**config.mk**
```make
export PLATFORM = sky130hd
export DESIGN_NAME = alu_div_unit_flat
export DESIGN_NICKNAME = d
export VERILOG_FILES = /design/src/rtl/alu_pkg.sv /design/src/rtl/alu_div_unit_if.sv /design/src/rtl/alu_div_unit_sub_borrow_stage.sv /design/src/rtl/alu_div_unit.sv /design/src/flat_wrapper.sv
export SDC_FILE = /design/constraint.sdc
export NUM_CORES = 1
export LEC_CHECK = 0
export BUFFER_PORTS_ARGS = -buffer_cell sky130_fd_sc_hd__buf_2
export CAP_MARGIN = 20
export CELL_PAD_IN_SITES_DETAIL_PLACEMENT = 1
export CELL_PAD_IN_SITES_GLOBAL_PLACEMENT = 1
export CORE_UTILIZATION = 39
export DETAILED_ROUTE_END_ITERATION = 6
export PLACE_DENSITY_LB_ADDON = 0.1
export SYNTH_ARGS = -nofsm -noshare
export SYNTH_HDL_FRONTEND = slang
export SYNTH_HIERARCHICAL = 1
export SYNTH_SLANG_ARGS = --single-unit
```
**constraint.sdc**
```tcl
create_clock -name clk -period 30.3 [get_ports clk]
set_input_delay 4.545 -clock clk [delete_from_list [all_inputs] [get_ports clk]]
set_output_delay 4.545 -clock clk [all_outputs]
set_load 0.01 [all_outputs]
```
**src/rtl/alu_pkg.sv**
```systemverilog
// Shared types and constants for the ALU divide/modulo unit.
package alu_pkg;

    typedef enum logic [1:0] {
        IDLE = 2'd0,
        RUN  = 2'd1,
        DONE = 2'd2
    } div_state_t;

    localparam int ALU32_W   = 32;
    localparam int DIV_WIDTH = 64;
    localparam int DIV_CNT_W = $clog2(DIV_WIDTH);

endpackage

```
**src/rtl/alu_div_unit_if.sv**
```systemverilog
// Operand/result handshake bundle between the execute stage and the divider.
interface alu_div_unit_if
    import alu_pkg::*;
#(
    parameter int WIDTH = DIV_WIDTH
);

    logic             in_valid;
    logic             in_ready;
    logic [WIDTH-1:0] dividend;
    logic [WIDTH-1:0] divisor;
    logic             is_32;
    logic             is_mod;
    logic             out_valid;
    logic             out_ready;
    logic [WIDTH-1:0] result;

    modport master (
        output in_valid,
        output dividend,
        output divisor,
        output is_32,
        output is_mod,
        output out_ready,
        input  in_ready,
        input  out_valid,
        input  result
    );

    modport slave (
        input  in_valid,
        input  dividend,
        input  divisor,
        input  is_32,
        input  is_mod,
        input  out_ready,
        output in_ready,
        output out_valid,
        output result
    );

endinterface

```
**src/rtl/alu_div_unit_sub_borrow_stage.sv**
```systemverilog
// Ripple subtractor a - b = a + ~b + 1; borrow is the inverted carry-out.
module sub_borrow_stage #(
    parameter int W = 65
) (
    input  logic [W-1:0] a,
    input  logic [W-1:0] b,
    output logic [W-1:0] diff,
    output logic         borrow
);

    logic [W-1:0] nb;
    logic         carry;

    assign nb = ~b;

    always_comb begin
        diff  = '0;
        carry = 1'b1;
        for (int i = 0; i < W; i++) begin
            diff[i] = a[i] ^ nb[i] ^ carry;
            carry   = (a[i] & nb[i]) | (carry & (a[i] ^ nb[i]));
        end
        borrow = ~carry;
    end

endmodule

```
**src/rtl/alu_div_unit.sv**
```systemverilog
// Iterative restoring unsigned divider/modulo for eBPF DIV/MOD (64 and 32 bit).
module alu_div_unit
    import alu_pkg::*;
#(
    parameter int WIDTH = DIV_WIDTH
) (
    input logic           clk,
    input logic           rst,
    alu_div_unit_if.slave bus
);

    localparam int CNT_W = $clog2(WIDTH);

    div_state_t       state;
    div_state_t       state_nxt;
    logic [CNT_W-1:0] cnt;
    logic [WIDTH-1:0] r;
    logic [WIDTH-1:0] q;
    logic [WIDTH-1:0] dvs;
    logic [WIDTH-1:0] res;
    logic             is_32_q;
    logic             is_mod_q;
    logic             out_vld;

    logic             accept;
    logic             shift_in;
    logic [WIDTH:0]   r_sh;
    logic [WIDTH:0]   diff;
    logic             borrow;
    logic             unused_diff_msb;
    logic [WIDTH-1:0] in_mask;
    logic [WIDTH-1:0] dd_m;
    logic [WIDTH-1:0] dv_m;
    logic [WIDTH-1:0] res_nxt;

    assign accept = bus.in_valid && (state == IDLE);

    // ALU32 operands are masked once here so the datapath never sees upper bits
    always_comb begin
        in_mask = '1;
        if (bus.is_32) begin
            in_mask = {{(WIDTH-ALU32_W){1'b0}}, {ALU32_W{1'b1}}};
        end
        dd_m = bus.dividend & in_mask;
        dv_m = bus.divisor & in_mask;
    end

    assign shift_in = is_32_q ? q[ALU32_W-1] : q[WIDTH-1];
    assign r_sh     = {r, shift_in};

    sub_borrow_stage #(
        .W (WIDTH+1)
    ) u_sub (
        .a      (r_sh),
        .b      ({1'b0, dvs}),
        .diff   (diff),
        .borrow (borrow)
    );

    // a non-borrowing subtract leaves a remainder below the divisor
    assign unused_diff_msb = diff[WIDTH];

    always_comb begin
        res_nxt = is_mod_q ? r : q;
        if (is_32_q) begin
            res_nxt[WIDTH-1:ALU32_W] = '0;
        end
    end

    always_comb begin
        state_nxt = state;
        case (state)
            IDLE: begin
                if (accept) begin
                    state_nxt = (dv_m == '0) ? DONE : RUN;
                end
            end
            RUN: begin
                if (cnt == '0) begin
                    state_nxt = DONE;
                end
            end
            DONE: begin
                if (out_vld && bus.out_ready) begin
                    state_nxt = IDLE;
                end
            end
            default: state_nxt = IDLE;
        endcase
    end

    always_ff @(posedge clk) begin
        if (rst) begin
            state <= IDLE;
        end else begin
            state <= state_nxt;
        end
    end

    always_ff @(posedge clk) begin
        if (rst) begin
            cnt      <= '0;
            r        <= '0;
            q        <= '0;
            dvs      <= '0;
            is_32_q  <= 1'b0;
            is_mod_q <= 1'b0;
        end else if (accept) begin
            is_32_q  <= bus.is_32;
            is_mod_q <= bus.is_mod;
            dvs      <= dv_m;
            cnt      <= bus.is_32 ? CNT_W'(ALU32_W-1) : CNT_W'(WIDTH-1);
            // zero divisor skips RUN: quotient 0, remainder = dividend
            if (dv_m == '0) begin
                q <= '0;
                r <= dd_m;
            end else begin
                q <= dd_m;
                r <= '0;
            end
        end else if (state == RUN) begin
            cnt <= cnt - 1'b1;
            if (!borrow) begin
                r <= diff[WIDTH-1:0];
                q <= {q[WIDTH-2:0], 1'b1};
            end else begin
                r <= r_sh[WIDTH-1:0];
                q <= {q[WIDTH-2:0], 1'b0};
            end
        end
    end

    always_ff @(posedge clk) begin
        if (rst) begin
            out_vld <= 1'b0;
            res     <= '0;
        end else if (state == DONE && !out_vld) begin
            out_vld <= 1'b1;
            res     <= res_nxt;
        end else if (out_vld && bus.out_ready) begin
            out_vld <= 1'b0;
        end
    end

    assign bus.in_ready  = (state == IDLE);
    assign bus.out_valid = out_vld;
    assign bus.result    = res;

endmodule

```
**src/flat_wrapper.sv**
```systemverilog
// flat-port wrapper written by rule: the top's interface ports become plain ports
module alu_div_unit_flat import alu_pkg::*;
#(
    parameter int WIDTH = DIV_WIDTH
)
  (clk, rst, bus_in_valid, bus_dividend, bus_divisor, bus_is_32, bus_is_mod, bus_out_ready, bus_in_ready, bus_out_valid, bus_result);
  alu_div_unit_if #(.WIDTH(WIDTH)) bus_i ();
  input logic clk;
  input logic rst;
  input wire logic [$bits(bus_i.in_valid)-1:0] bus_in_valid;
  input wire logic [$bits(bus_i.dividend)-1:0] bus_dividend;
  input wire logic [$bits(bus_i.divisor)-1:0] bus_divisor;
  input wire logic [$bits(bus_i.is_32)-1:0] bus_is_32;
  input wire logic [$bits(bus_i.is_mod)-1:0] bus_is_mod;
  input wire logic [$bits(bus_i.out_ready)-1:0] bus_out_ready;
  output wire logic [$bits(bus_i.in_ready)-1:0] bus_in_ready;
  output wire logic [$bits(bus_i.out_valid)-1:0] bus_out_valid;
  output wire logic [$bits(bus_i.result)-1:0] bus_result;
  assign bus_i.in_valid = bus_in_valid;
  assign bus_i.dividend = bus_dividend;
  assign bus_i.divisor = bus_divisor;
  assign bus_i.is_32 = bus_is_32;
  assign bus_i.is_mod = bus_is_mod;
  assign bus_i.out_ready = bus_out_ready;
  assign bus_in_ready = bus_i.in_ready;
  assign bus_out_valid = bus_i.out_valid;
  assign bus_result = bus_i.result;
  alu_div_unit #(.WIDTH(WIDTH)) u_core (.clk(clk), .rst(rst), .bus(bus_i));
endmodule
```
==> metrics.log <==
INFO  metric finalWirelength = 41600 um
INFO  metric die-height = 191 um
INFO  metric maxCapViolCount = 0
INFO  metric cp-start-kind = flip-flop
INFO  metric tightestPinTransition = 1040 ps
INFO  metric dr.first_iter.drc_count = 587
INFO  metric final_cell_mix = dfxtp_1 (264), buf_2 (198), a21oi_1 (169)
INFO  metric design.core.area = 34800 um2
INFO  metric rows = 68
INFO  metric postPlaceCellArea = 15000 um2
INFO  metric clock_sink_count = 267
INFO  metric vias_per_cell = 5.39
INFO  metric worst_path_largest_cell_delay = 690 ps
INFO  metric clkLatencyLatePin = 580 ps
INFO  metric antenna_violations_before_repair = 2
INFO  metric mostFrequentLayoutCell = dfxtp_1
INFO  metric critical-path-slowest-cell = fa_4
INFO  metric start_util = 39.8%
INFO  metric period_share = 91.1%
INFO  metric report.final.hold_viol_count = 0
INFO  metric final.setup_skew = 24.7 ps
INFO  metric layout_min_cycle_time = 27610 ps
INFO  metric clk_path_buf_depth = 3
INFO  metric area_delta_synth_final = 15.6%
INFO  metric critical_path.max_fanout = 38
INFO  metric track_usage = 23.2%
INFO  metric boundary_pins = 200
INFO  metric finalInstanceArea = 16000 um2
INFO  metric timing.final.max_slew_violations = 0
INFO  metric drt_pre_antenna_iters = 4
INFO  metric max_slew_margin = 30.6%
INFO  metric layout_cells_sized_above_1 = 16.1%
INFO  metric rsz0062_at_grt = false
INFO  metric setup_total_negative_slack = 0 ps
INFO  metric ant_nets = 0
INFO  metric synthesis.nets = 1812
INFO  metric cts_hold_repair.buffers = 0
INFO  metric clock_tree_from_tritoncts = yes
INFO  metric globalRoute.totalOverflow = 0
INFO  metric place.gp.congestion = 0.771
INFO  metric design.die.area = 36300 um2
INFO  metric cp_data_arrival_time = 28020 ps
INFO  metric die_x = 191 um
INFO  metric netlist_area_pre_place = 13900 um2
INFO  metric cts.htree.levels = 1
INFO  metric status = finished clean
INFO  metric grt_first_pass_wirelength = 67200 um
INFO  metric path_class = reg2reg
INFO  metric cts-resized-gates = 0
INFO  metric io_buffer_count = 199
INFO  metric worst_path_most_repeated_cell = fa_1
INFO  metric final_nets = 1923
INFO  metric worst-endpoint-required = 30710 ps
INFO  metric ctsRootBufferMaster = clkbuf_16
INFO  metric syn_inst = 1611
INFO  metric final_setup_violation_count = 0
INFO  metric cts.reportedPaths.clkPinSlew = 60 ps
INFO  metric max_ir_drop_vdd = 0.124 mV
INFO  metric syn_avg_cell_area = 8.60 um2
INFO  metric remaining_drc_errors = 0
INFO  metric drt-wirelength-per-cell = 18.9 um
INFO  metric vias = 11854
INFO  metric power.density = 121 nW/um2
INFO  metric max_freq = 36.2 MHz
INFO  metric synthesis.yosys.warnings = 6
INFO  metric tritoncts.num_buffers = 31
INFO  metric leakagePower = 6.35 nW
INFO  metric worstHoldPathType = reg2reg
INFO  metric fill_cells = 4110
INFO  metric cts_post_setup_buffers_inserted = 0
INFO  metric pin_count_of_the_biggest_net_entering_global_routing = 92
INFO  metric grt_pass1_vias = 11954
INFO  metric hpwl = 27100 um
INFO  metric crit_path_end_kind = flip-flop
[report_power, final]
| group | total (mW) | internal (mW) | switching (mW) |
|---|---|---|---|
| Clock | 0.368 | 0.220 | 0.149 |
| Combinational | 1.09 | 0.519 | 0.571 |
| Sequential | 0.483 | 0.416 | 0.0665 |
[per-layer routing]
layer	GRT usage, %	wire (um)	up-vias
li1	-	-	5746
met1	32.7	20300	5842
met3	2.58	1450	48
met4	5.26	835	0
met2	38.0	19000	218
met5	0	0	-
[path summary, 6_finish.rpt]
path	startpoint	end	slack [ps]	cells past startpoint
max	u_core/q[31]	u_core/r[8]	2690	74
min	u_core/dvs[0]	u_core/dvs[0]	470	2
max reg2reg	u_core/q[31]	u_core/r[8]	2690	74
min reg2reg	u_core/dvs[0]	u_core/dvs[0]	470	2
[state kept, by name, summed over array words and instances, names as in the netlist]
register,flops
u_core/state,2
u_core/dvs,64
u_core/is_32_q,1
u_core/is_mod_q,1
u_core/r,64
u_core/bus.out_valid,1
u_core/cnt,6
u_core/bus.result,64
u_core/q,64
[worst max-delay path: cells and delay by family (launching register included)]
kind	cells	cell delay [ps]
AND/OR/NAND/NOR	1	70
multiplexers	2	440
adder cells (fa/ha/maj)	65	25600
buffers and inverters	4	590
AO/OA/AOI/OAI	2	260
flip-flops	1	420
[area by class of cell]
class                   instances  area (um2)  area share (%)
multi-input cells            1073        7470            46.6
inverters                     133         499            3.11
diodes                          1        2.50          0.0156
flip-flops and latches        267        5350            33.4
clock inverters                 5        53.8           0.336
clock buffers                  50         947            5.91
well taps                     455         569            3.55
repair buffers                216        1130            7.05
[metrics by stage]
step	setup WS (ps)	power (mW)	utilization [%]	hold slack, ps	cells
6_report	2690	1.94	46.1	467	2200
2_1_floorplan	4190	1.35	-	436	1611
3_5_place_dp	2760	1.59	43.2	463	2144
5_1_grt	1610	2.16	46.1	489	2200
3_3_place_gp	3070	1.55	43.2	454	2144
4_1_cts	2660	1.96	46.1	472	2199
Power figures use the tool's default switching activity.
